--- config.mk ---
export PLATFORM = sky130hd
export DESIGN_NAME = sync_fifo
export DESIGN_NICKNAME = d
export VERILOG_FILES = /design/src/rtl/sync_fifo.sv
export SDC_FILE = /design/constraint.sdc
export NUM_CORES = 1
export LEC_CHECK = 0
export CORE_UTILIZATION = 35
export CTS_CLUSTER_SIZE = 20
export DETAILED_ROUTE_END_ITERATION = 8
export GPL_TIMING_DRIVEN = 1
export PLACE_DENSITY = 0.56
export SYNTH_ARGS = -nofsm -noshare
export SYNTH_HDL_FRONTEND = slang
export SYNTH_SLANG_ARGS = --single-unit
--- constraint.sdc ---
create_clock -name clk -period 5.25 [get_ports clk]
set_input_delay 1.05 -clock clk [delete_from_list [all_inputs] [get_ports clk]]
set_output_delay 1.05 -clock clk [all_outputs]
set_load 0.05 [all_outputs]
--- src/rtl/sync_fifo.sv ---
// rtl/sync_fifo.sv - single-clock FIFO with registered read port, watermarks and sticky error flags
module sync_fifo #(
  parameter int DATA_WIDTH = 8,
  parameter int DEPTH      = 8,
  parameter int AF_TH      = 6,
  parameter int AE_TH      = 2,
  localparam int AW        = $clog2(DEPTH)
) (
  input  logic                  clk,
  input  logic                  rst,
  input  logic                  wr_en,
  input  logic [DATA_WIDTH-1:0] wr_data,
  input  logic                  rd_en,
  output logic [DATA_WIDTH-1:0] rd_data,
  output logic                  rd_valid,
  output logic                  full,
  output logic                  empty,
  output logic                  almost_full,
  output logic                  almost_empty,
  output logic [AW:0]           count,
  output logic                  overflow,
  output logic                  underflow
);

  localparam int CW = AW + 1;

  logic [DATA_WIDTH-1:0] mem_q [DEPTH];

  logic [AW:0]           wr_ptr_q, wr_ptr_d;
  logic [AW:0]           rd_ptr_q, rd_ptr_d;
  logic [AW:0]           count_q, count_d;
  logic [DATA_WIDTH-1:0] rd_data_q, rd_data_d;
  logic                  rd_valid_q, rd_valid_d;
  logic                  overflow_q, overflow_d;
  logic                  underflow_q, underflow_d;
  logic                  wr_accept, rd_accept;

  // Status flags look only at the registered occupancy, never at this cycle's requests.
  assign full         = (count_q == CW'(DEPTH));
  assign empty        = (count_q == '0);
  assign almost_full  = (count_q >= CW'(AF_TH));
  assign almost_empty = (count_q <= CW'(AE_TH));

  assign wr_accept = wr_en && !full;
  assign rd_accept = rd_en && !empty;

  always_comb begin
    wr_ptr_d    = wr_ptr_q;
    rd_ptr_d    = rd_ptr_q;
    count_d     = count_q;
    rd_data_d   = rd_data_q;
    rd_valid_d  = rd_accept;
    overflow_d  = overflow_q  || (wr_en && full);
    underflow_d = underflow_q || (rd_en && empty);

    if (wr_accept) begin
      wr_ptr_d = wr_ptr_q + CW'(1);
    end
    if (rd_accept) begin
      rd_ptr_d  = rd_ptr_q + CW'(1);
      rd_data_d = mem_q[rd_ptr_q[AW-1:0]];
    end

    case ({wr_accept, rd_accept})
      2'b10:   count_d = count_q + CW'(1);
      2'b01:   count_d = count_q - CW'(1);
      default: count_d = count_q;
    endcase
  end

  always_ff @(posedge clk) begin
    if (rst) begin
      wr_ptr_q    <= '0;
      rd_ptr_q    <= '0;
      count_q     <= '0;
      rd_data_q   <= '0;
      rd_valid_q  <= 1'b0;
      overflow_q  <= 1'b0;
      underflow_q <= 1'b0;
    end else begin
      wr_ptr_q    <= wr_ptr_d;
      rd_ptr_q    <= rd_ptr_d;
      count_q     <= count_d;
      rd_data_q   <= rd_data_d;
      rd_valid_q  <= rd_valid_d;
      overflow_q  <= overflow_d;
      underflow_q <= underflow_d;
    end
  end

  // Storage carries no reset; reset only suppresses the write.
  always_ff @(posedge clk) begin
    if (!rst && wr_accept) begin
      mem_q[wr_ptr_q[AW-1:0]] <= wr_data;
    end
  end

  assign rd_data   = rd_data_q;
  assign rd_valid  = rd_valid_q;
  assign count     = count_q;
  assign overflow  = overflow_q;
  assign underflow = underflow_q;

endmodule

==> impl_metrics.tcl, run 1 <==
set metrics [dict create \
    end_kind "primary output" \
    synth_seq_cells 85 \
    die_h_um 100 \
    tightestPinTransition_ns 1.05 \
    grt_use_met2 0.210 \
    synth_compound_area_frac 0.0428 \
    worstReg2RegStart "count[0]" \
    status "finished clean" \
    grt_use_met3 0.0355 \
    cts_made_buffers 9 \
    finalCritPeriodShare 0.634 \
    min_from "overflow" \
    synth_commonest_cells "edfxtp_1 (64), dfxtp_1 (21), nor2_1 (19)" \
    finClkSkew_ns 0.0152 \
    wl_per_cell_um 16.6 \
    synthCells 203 \
    synth_top_family_by_area "multiplexers" \
    yosysMostFrequentCell "edfxtp_1" \
    critPathRequiredTime_ns 4.20 \
    r2r_cells 8 \
    cts_buffer_depth 2 \
    post_cts_buffers 0 \
    layout_setup_ws_ns 1.92 \
    seq_area_frac_synth 0.691 \
    gp_congestion 0.685 \
    synth-async-reset-ratio 0 \
    area_growth_pct 18.8 \
    stdcell_area_um2 4030 \
    grt_remaining_overflow 0 \
    yosysTopAreaCell "edfxtp_1" \
    antenna_found_initial 0 \
    crit_slowest_cell "clkdlybuf4s50_1" \
    synthTopCellsByArea "edfxtp_1 (57%), dfxtp_1 (12%), mux4_2 (11%)" \
    core_um2 9330 \
    power.leakage_uw 0.00129 \
    synthAdderAreaFrac 0.0148 \
    min_period_ns 3.33 \
    critPathLaunchType "flop" \
    synth_flop_cell "edfxtp_1" \
    synth_top_area_frac 0.567 \
    synth_mux_area_frac 0.116 \
    cts_tree "yes" \
    hpwl_mm 3.81 \
    avgSynthCellArea_um2 16.7 \
    placed_area_um2 3850 \
    drive_gt1_frac 0.218 \
    synth_edf_count 64 \
    hold_path_end "overflow" \
    whs_path_depth 2 \
    portBuffers 30 \
    arrival_ns 2.28 \
    grt.total_usage 0.140 \
    pre_cts_ws_ns 1.84 \
    cts_hold_buf 0 \
    yosys_warnings 0 \
    synth_cell_type_count 38 \
    synth_nets 219 \
    routed_wl_mm 6.18 \
    via_per_inst 4.90 \
    worstPathMaxFanout 9 \
    htreeDepth 3 \
    max_slew_margin 0.298 \
    rsz0062_at_grt "no" \
    fin_nets 254 \
    met1_usage 0.192 \
    r2r_slack_ns 2.68 \
    timing.fmax_mhz 300 \
    cpPeakStageDelay_ns 0.80 \
    worstHoldPathType "flop to flop" \
    grt_first_pass_wirelength_mm 10.0 \
    placementRows 35 \
    clk_pin_slew_worst_paths_ns 0.09 \
    diodes 0 \
    path_class "flop to primary output" \
    grt_max_degree 30 \
    ioPinCount 31 \
    clockRootBuffer "clkbuf_8" \
    cts_sinks 85 \
    worst_r2r_endpoint "count[2]" \
    route.detailed.drc 0 \
    synth_xor_area_frac 0.0103 \
    setup-tns-final_ns 0 \
    dr.pass1.iters 4 \
    yosys.area_share.simple 0.103 \
    n_fill_cell 847 \
    clk_latency_ns 0.35 \
    total_power_uw 1910 \
    setup_viol 0 \
    grt_pass1_vias 1841 \
    vias 1822 \
    drv_cap 0 \
    p_per_area_nw_per_um2 476 \
    ir_drop_mv 0.169 \
    ant_nets 0 \
    dr.first_iter.drc_count 64 \
    start_util 0.363 \
    busiest_layer "met2" \
    die_w_um 100 \
    die-area_um2 10100 \
    syn_area_um2 3390 \
    maxSlewViolCount 0 \
    cp_cell_sequence "or4b_4 -> inv_1 -> clkdlybuf4s50_1" \
    hold_violations 0 \
    post_cts_resized 0 \
]
cell families after synthesis:
family	after synthesis
buffers and inverters	13
adders and majority gates	4
AOI/OAI and AO/OA	21
DFF	85
xor gates and xnor gates	4
muxes	19
and+or+nand+nor	57
worst max-delay path, delay by kind of cell, from the launching register on:
family	cells	cell delay (ns)
buffers and inverters	2	0.89
AND/OR/NAND/NOR	1	0.61
flip-flops	1	0.42
state kept, by name, summed over array words and instances, names as in the netlist:
register   count
rd_data        8
underflow      1
overflow       1
count          4
mem_q         64
wr_ptr_q       3
rd_valid       1
rd_ptr_q       3
layer usage:
| layer | up-vias | part of all wire |
|---|---|---|
| met3 | 10 | 0.035 |
| met2 | 37 | 0.46 |
| met1 | 909 | 0.49 |
| li1 | 866 | - |
| met4 | 0 | 0.015 |
| met5 | - | 0 |
final cells by class:
| cell class | count | area [um2] | share of cell area |
|---|---|---|---|
| clock inverter | 5 | 36.3 | 0.00901 |
| clock buffer | 11 | 141 | 0.0351 |
| sequential | 85 | 2340 | 0.582 |
| tap | 129 | 161 | 0.0401 |
| timing repair buffer | 36 | 345 | 0.0858 |
| multi-input combinational | 105 | 996 | 0.247 |
| inverter | 1 | 3.75 | 0.000932 |
worst max path at each step:
stage | depth (start not counted) | slack [ns] | from | to
global route | 3 | 1.80 | count[3] | full
floorplan | 2 | 1.95 | count[1] | empty
finish | 3 | 1.92 | count[0] | full
global placement | 4 | 1.90 | wr_en | mem_q[2][3]
detailed placement | 4 | 1.84 | wr_en | mem_q[2][3]
CTS | 3 | 1.89 | count[3] | full
layout by cell type, fill, tap and decap left out, types with 4 or more instances in the layout:
cell / n
nor2_1: 19
clkbuf_8: 10
buf_4: 6
o22ai_1: 10
a21oi_1: 6
nand2b_1: 4
mux4_2: 16
nor4b_2: 4
edfxtp_1: 64
ha_1: 4
dfxtp_1: 21
clkdlybuf4s50_1: 30
nor3_2: 8
nand2_1: 5
xor2_1: 4
per-stage QoR:
step                       util  instances  hold slack [ns]
after floorplan               -        203            0.467
after global placement    0.413        356            0.458
after detailed placement  0.413        356            0.468
after CTS                 0.432        372            0.489
after global routing      0.432        372            0.504
final                     0.432        372            0.479
power by group:
| group | switching, uW | internal [uW] | total, uW |
|---|---|---|---|
| Sequential | 55.0 | 787 | 842 |
| Clock | 232 | 186 | 417 |
| Combinational | 411 | 244 | 656 |
(Power assumes the default switching activity.)
==> run 2: changes to the inputs <==
clock period = 3.15 ns   (was 5.25 ns; I/O delays follow)
==> impl_metrics.tcl, run 2 (same netlist as run 1, synthesis figures left out) <==
set metrics [dict create \
    status "finished clean" \
    max_slew_margin 0.410 \
    placementRows 35 \
    ant_nets 0 \
    power.leakage_uw 0.00133 \
    vias 1841 \
    path_class "flop to primary output" \
    r2r_slack_ns 0.55 \
    wl_per_cell_um 16.3 \
    busiest_layer "met2" \
    clk_latency_ns 0.35 \
    end_kind "primary output" \
    start_util 0.363 \
    setup_viol 0 \
    worstPathMaxFanout 9 \
    p_seq_frac 0.435 \
    layout_common_cells "edfxtp_1 (64), clkdlybuf4s50_1 (30), dfxtp_1 (21)" \
    critPathLaunchType "flop" \
    fin_nets 260 \
    cts_sinks 85 \
    post_cts_buffers 0 \
    drv_cap 0 \
    grt_pass1_vias 1759 \
    p_per_area_nw_per_um2 789 \
    dr.first_iter.drc_count 52 \
    rsz0062_at_grt "no" \
    cts_made_buffers 9 \
    worstHoldPathType "flop to flop" \
    hpwl_mm 3.84 \
    grt_use_met2 0.209 \
    via_per_inst 4.87 \
    ir_drop_mv 0.287 \
    core_um2 9330 \
    grt_remaining_overflow 0 \
    combinationalPowerShare 0.346 \
    tightestPinTransition_ns 0.884 \
    htreeDepth 3 \
    gp_congestion 0.745 \
    maxSlewViolCount 0 \
    total_power_uw 3220 \
    power_frac_clock 0.219 \
    ioPinCount 31 \
    min_period_ns 2.89 \
    route.detailed.drc 0 \
    die_w_um 100 \
    grt.total_usage 0.134 \
    post_cts_resized 0 \
    routed_wl_mm 6.15 \
    timing.fmax_mhz 346 \
    final_common_cell "edfxtp_1" \
    cts_tree "yes" \
    portBuffers 30 \
    finalCritPeriodShare 0.918 \
    p_int_uw 2020 \
    setup-tns-final_ns 0 \
    critPathRequiredTime_ns 2.52 \
    swShare 0.370 \
    largest_register_ffs 64 \
    clockRootBuffer "clkbuf_8" \
    cts_buffer_depth 2 \
    cts_hold_buf 0 \
    clk_pin_slew_worst_paths_ns 0.09 \
    met1_usage 0.175 \
    cp_cell_sequence "or4b_4 -> inv_1 -> clkdlybuf4s50_1" \
    cpPeakStageDelay_ns 0.79 \
    finClkSkew_ns 0.0131 \
    die_h_um 100 \
    grt_first_pass_wirelength_mm 9.60 \
    die-area_um2 10100 \
    arrival_ns 2.26 \
    antenna_found_initial 0 \
    n_fill_cell 861 \
    grt_use_met3 0.0334 \
    grt_max_degree 22 \
    area_growth_pct 20.3 \
    diodes 0 \
    dr.pass1.iters 4 \
    crit_slowest_cell "clkdlybuf4s50_1" \
    switchingPower_uw 1190 \
    drive_gt1_frac 0.237 \
    hold_violations 0 \
]
[run 2: changes by cell type in the layout (fill, tap and decap cells not counted)]
| cell | change |
|---|---|
| buf_4 | +6 |
| clkinv_4 | +3 |
| clkinvlp_4 | -2 |
| inv_8 | +2 |
| clkbuf_1 | -1 |
| clkbuf_8 | -1 |
| clkinv_1 | +1 |
| clkinv_2 | -1 |
| inv_6 | -1 |
[run 2: through the flow]
| step | instance area (um2) | cells | setup WS, ns | hold slack (ns) | utilization |
|---|---|---|---|---|---|
| 6_report | 4080 | 378 | 0.258 | 0.472 | 0.437 |
| 5_1_grt | 4080 | 378 | 0.173 | 0.500 | 0.437 |
| 4_1_cts | 4080 | 378 | 0.221 | 0.483 | 0.437 |
| 3_5_place_dp | 3890 | 362 | 0.442 | 0.464 | 0.417 |
| 3_3_place_gp | 3890 | 362 | 0.493 | 0.450 | 0.417 |
| 2_1_floorplan | 3390 | 203 | 0.269 | 0.467 | - |
[run 2: final timing paths]
check	endpoint	cells past startpoint	start
worst min-delay path	overflow	2	overflow
worst max register to register	count[2]	8	count[0]
worst min register to register	overflow	2	overflow
worst max-delay path	full	3	count[0]
[run 2: routing by layer]
metal  vias up  wire length (um)
met3         9               247
met2        36              2870
met4         0                94
met5         -                 0
li1        881                 -
met1       915              2930
[run 2: final cells by class]
cell class,count,area (um2),area share
sequential,85,2340,0.574
multi-input combinational,105,996,0.244
timing repair buffer,42,390,0.0957
tap,129,161,0.0396
clock buffer,9,124,0.0304
clock inverter,7,60.1,0.0147
inverter,1,3.75,0.000921
[run 2: power groups by stage]
stage | logic, uW | registers [uW] | clock network (uW)
floorplan | 568 | 1650 | 0
global placement | 1120 | 1420 | 0
detailed placement | 1120 | 1430 | 0
CTS | 1120 | 1400 | 737
global route | 1200 | 1410 | 775
finish | 1110 | 1400 | 705
[run 2: worst max-delay path, delay by kind of cell, from the launching register on]
| family | cells | cell delay, ns |
|---|---|---|
| buf+inv | 2 | 0.88 |
| simple gates | 1 | 0.61 |
| flops | 1 | 0.41 |
